**config.mk**
```make
export PLATFORM = sky130hd
export DESIGN_NAME = ucdp_latch_wrctrl
export DESIGN_NICKNAME = d
export VERILOG_FILES = /design/src/rtl/ucdp_latch_wrctrl.sv
export SDC_FILE = /design/constraint.sdc
export NUM_CORES = 1
export LEC_CHECK = 0
export ABC_AREA = 1
export CORE_AREA = 5 5 42 44
export DETAILED_ROUTE_END_ITERATION = 12
export DIE_AREA = 0 0 47 49
export GPL_TIMING_DRIVEN = 0
export PLACE_DENSITY = 0.58
export SLEW_MARGIN = 20
export SYNTH_ARGS = -nofsm -noshare
export SYNTH_HDL_FRONTEND = slang
export SYNTH_SLANG_ARGS = --single-unit
```
**constraint.sdc**
```tcl
create_clock -name main_clk_i -period 1.1 [get_ports main_clk_i]
set_input_delay 0.22 -clock main_clk_i [delete_from_list [all_inputs] [get_ports main_clk_i]]
set_output_delay 0.22 -clock main_clk_i [all_outputs]
set_load 0.005 [all_outputs]
```
**src/rtl/ucdp_latch_wrctrl.sv**
```systemverilog
// Write controller for a latch array: data setup, one-cycle one-hot load, optional data hold.
// Define UCDP_LATCH_WRCTRL_HOLD_EN to keep the HOLD cycle after each load pulse.
module ucdp_latch_wrctrl #(
  parameter  int width_p     = 1,
  parameter  int depth_p     = 4,
  localparam int addrwidth_p = (depth_p > 1) ? $clog2(depth_p) : 1
) (
  input  logic                   main_clk_i,
  input  logic                   main_rst_i,
  input  logic                   req_valid_i,
  output logic                   req_ready_o,
  input  logic [addrwidth_p-1:0] req_addr_i,
  input  logic [width_p-1:0]     req_data_i,
  output logic [width_p-1:0]     d_o,
  output logic [depth_p-1:0]     ld_o,
  output logic                   busy_o,
  output logic                   err_o
);

  localparam logic [31:0] depth_c = 32'(depth_p);

`ifdef UCDP_LATCH_WRCTRL_HOLD_EN
  typedef enum logic [1:0] {IDLE, SETUP, LOAD, HOLD} state_e;
`else
  typedef enum logic [1:0] {IDLE, SETUP, LOAD} state_e;
`endif

  state_e                 state_q, state_d;
  logic [addrwidth_p-1:0] addr_q, addr_d;
  logic [width_p-1:0]     d_q, d_d;
  logic [depth_p-1:0]     ld_q, ld_d;
  logic                   err_q, err_d;
  logic                   addr_ok;

  assign addr_ok = 32'(req_addr_i) < depth_c;

  // The load strobe is computed while in SETUP so it is registered high exactly during LOAD.
  always_comb begin
    state_d = state_q;
    addr_d  = addr_q;
    d_d     = d_q;
    ld_d    = '0;
    err_d   = 1'b0;
    case (state_q)
      IDLE: begin
        if (req_valid_i) begin
          if (addr_ok) begin
            addr_d  = req_addr_i;
            d_d     = req_data_i;
            state_d = SETUP;
          end else begin
            err_d = 1'b1;
          end
        end
      end
      SETUP: begin
        ld_d[addr_q] = 1'b1;
        state_d      = LOAD;
      end
`ifdef UCDP_LATCH_WRCTRL_HOLD_EN
      LOAD:    state_d = HOLD;
      HOLD:    state_d = IDLE;
`else
      LOAD:    state_d = IDLE;
`endif
      default: state_d = IDLE;
    endcase
  end

  always_ff @(posedge main_clk_i) begin
    if (main_rst_i) begin
      state_q <= IDLE;
      addr_q  <= '0;
      d_q     <= '0;
      ld_q    <= '0;
      err_q   <= 1'b0;
    end else begin
      state_q <= state_d;
      addr_q  <= addr_d;
      d_q     <= d_d;
      ld_q    <= ld_d;
      err_q   <= err_d;
    end
  end

  assign req_ready_o = (state_q == IDLE) && !main_rst_i;
  assign busy_o      = (state_q != IDLE);
  assign d_o         = d_q;
  assign ld_o        = ld_q;
  assign err_o       = err_q;

endmodule
```
* Word-level counts from Yosys, hierarchy flattened
Index checks and enable logic that the tools add are counted.
** Word-level totals
- Bits in registers :: 9
- Latch bits :: 0
- Memory bits (writable) :: 0
- Memory bits (read-only) :: 0
- Bits of input ports :: 6
- Output and inout port bits :: 8
- Logic and storage cells :: 20
- Memories :: 0
** Operators by class
- Add/subtract/negate cells :: 0
- Multipliers :: 0
- Divide/modulo/power cells :: 0
- Order comparisons :: 2
- Equal/unequal tests :: 2
- Shift-type cells :: 0
- Mux-type cells :: 4
- Bitwise operators :: 1
- Reductions and logical operators :: 7
** Operators with widths (number)
- case mux 2 bit (2 select lines) :: 1
- < comparator 2 x 3 -> 1 bit, second input constant :: 1
- demux 1 bit (select 2 bit) :: 1
- == test 2 x 1 -> 1 bit, second input constant :: 1
- greater-or-equal comparator 2 x 1 -> 1 bit, second input constant :: 1
- logical AND 1 bit :: 2
- logical NOT 2 bit :: 1
- 2-to-1 mux 2 bit :: 1
- != test 2 bit, second input constant :: 1
- AND reduction 2 bit :: 1
- nonzero test 2 bit :: 1
- OR reduction 2 bit :: 1
- logical NOT 1 bit :: 1
- 2-to-1 mux 1 bit :: 1
- NOT 1 bit :: 1

* Logic depth before layout (Yosys ltp)
- Word-level depth :: 4
- Depth in mapped cells :: 4
- Depth with buffers taken out :: 4

* Least setup slack after synthesis
No wires, ideal clock.
- Path type :: flip-flop to output port
- From :: register state_q[1]
- To :: output req_ready_o
- Arrival :: 672 ps
- Required time :: 880 ps
- Path slack :: 208 ps
- Cell stages (with the launch flop) :: 4
- Path buffers :: 0
- Cells stage by stage :: dfxtp_1 > nor2_4 > inv_1 > nor2_1
** Between the ends
- Word-level cells in the longest chain between the ends :: 2
** RTL lines
- from (decl) :: RTL line 28 : state_e state_q, state_d;
- from (signal assigned) :: RTL line 78 : state_q <= state_d;
- logical NOT 2 bit :: RTL line 86 : assign req_ready_o = (state_q == IDLE) && !main_rst_i;
- logical AND 1 bit :: RTL line 86
- to (decl) :: RTL line 11 : output logic req_ready_o,
No other way between the ends.

* Worst setup path in the final report
Same ends and word-level chain as after synthesis.

==> run summary <==
Die Width = 47 um
maximum fanout along the worst path = 2
final-report setup violation count = 1
Initial Utilization = 23.5%
FF-to-FF path depth = 5
register bit count reported by yosys = 9
IO Pins = 14
TritonRoute pass-1 iters = 2
critical path cell sequence = nor2_4 > inv_2 > nor2_1 > buf_2
outcome = finished, violations left
Final ANT Viol Nets = 0
Max H-tree Level = 1
sequential area share after synthesis = 54.8%
Worst Hold Path EP = state_q[0]$_SDFFE_PP0P_
Hold Crit Class = in -> reg
Die ar. = 2300 um^2
Final Max Tran Viols = 0
CTS root buf = clkbuf_4
GRT Residual Overflow = 0
peak supply drop = 806 uV
DR iter-0 viols = 1
Largest stage delay, worst path = 340 ps
row count = 14
CTS tree = yes
via/cell ratio = 3.84
clock skew = 2.34 ps
syn_area_per_cell = 8.03 um^2
core box area = 1400 um^2
total number of vias = 288
fmax = 876 MHz
vias in the first global route = 265
die height = 49 um
Hold Path Stages = 2
DRT Wirelength = 646 um
failing checks = setup timing
Num CTS Buffers = 3
pwr dens = 1420 nW/um^2
leakage power = 0.000262 uW
Final Worst Setup Slack = -42.0 ps
YS warnings = 0
Clock transition at path regs = 60 ps
Nets = 66
DR WL/cell = 8.61 um
worst hold slack = 342 ps
most frequent cells in the layout = 7 x inv_1, 7 x dfxtp_1, 6 x dlygate4sd2_1
largest net degree at the start of global routing = 8
Setup TNS = -42.0 ps
endpoint class of the critical path = primary output
share of Yosys cell area claimed by the top area cell type = 54.8%
worst setup path start = state_q[1]$_SDFFE_PP0P_
Area after DPL = 469 um^2
fin crit share = 104%
initial antenna violation count = 0
# DRC = 0
Buffers & Inverters on Critical Path = 2
routability cong. = 0.663
synth top area cells = dfxtp_1 55%, inv_1 9.1%, nor3_1 6.1%
Max Buffers Root-to-Sink = 2
Arr. time, crit path = 920 ps
pre-CTS WS = -456 ps
gr usage total = 6.85%
CP Class = reg -> out
final core utilization = 35.4%
worst-skew pair later-pin latency = 260 ps
Syn Inst Count = 41
RSZ-0062 raised after global routing = true
count of final hold-check violations = 0
worst hold path startpoint = main_rst_i
FF-to-FF setup slack = 230 ps
Crit Reg-Reg Startpoint = state_q[1]$_SDFFE_PP0P_
worst r2r dst = addr_q[1]$_SDFFE_PP0P_
antenna fix cells = 0
post-route cell area = 495 um^2
CTS Sinks = 9
Post-Syn Area = 329 um^2
WP data required = 880 ps
startpoint types = register
Layout area overhead = 50.6%
Synth cell types = 12
post-DP HPWL = 463 um
port bufs = 12
synthesized net count = 47
layout cells sized above 1 = 23.7%
min Tclk post-route = 1140 ps
delay-heaviest family, CP = flip-flops
slowest CP cell = dfxtp_2
Yosys top cell by area = dfxtp_1
Max-cap violations = 0
first-pass GRT wire length = 1080 um
## sequential cells by signal (all words and copies together) (netlist names)
signal and count:
addr_q 2, state_q 2, ld_o 4, d_o 1
## kinds of logic (layout without fill, tap and decap cells)
family | after synthesis | after routing | synth area share (%)
compound gates | 3 | 3 | 4.56
buf+inv | 9 | 27 | 11.4
flops | 9 | 9 | 54.8
other cells | 1 | 1 | 1.14
simple gates | 19 | 19 | 28.1
## final cells by class
type,instances,area (um^2)
fill,174,906
multi-input combinational,23,111
inverter,8,30.0
tap,16,20.0
clock buffer,4,26.3
sequential,9,183
buffer,1,7.51
timing repair buffer,14,118
## layer usage
layer / global-route usage, % / share of wire [%] / up-vias
li1: - / - / 159
met3: 6.64 / 14 / 2
met4: 1.38 / 1.5 / 0
met1: 7.96 / 43 / 115
met2: 9.05 / 41 / 12
met5: 0 / 0 / -
## worst register-to-register path: stages, from the launching register on
cell and delay, ps:
dfxtp_2 340, nor2_4 110, buf_4 150, nand3_1 70
nand2_1 70, nor2_1 40
## where the power goes
group	internal [uW]	total [uW]	switching [uW]
combinational	50.2	92.1	42.0
sequential	343	355	12.2
clock	140	255	115
## per-stage QoR
step | std cells | power, uW
floorplan | 41 | 405
global placement | 69 | 456
detailed placement | 69 | 457
CTS | 75 | 719
global route | 75 | 752
finish | 75 | 701
## worst max-delay path by stage
stage                        to  slack (ps)  cells after the start
CTS                 req_ready_o         -50                      4
global placement    req_ready_o        -460                      3
floorplan           req_ready_o         210                      3
detailed placement  req_ready_o        -460                      3
global route        req_ready_o         -90                      4
finish              req_ready_o         -40                      4
## cells in the mapped netlist
cell type	count
nand2_2	1
conb_1	1
dfxtp_1	9
inv_1	8
nor2_4	1
a21oi_1	3
nand2_1	4
nor2_1	5
buf_4	1
nor3_1	4
nor2_2	1
nand3_1	3
## timing repair
action / CTS / global route
hold buffers: 0 / 0
gates cloned: 0 / 0
buffers inserted: 2 / 0
setup endpoints to repair: 7 / 2
pin swaps: 1 / 1
resized for setup: 17 / 0
(Power assumes the default switching activity.)
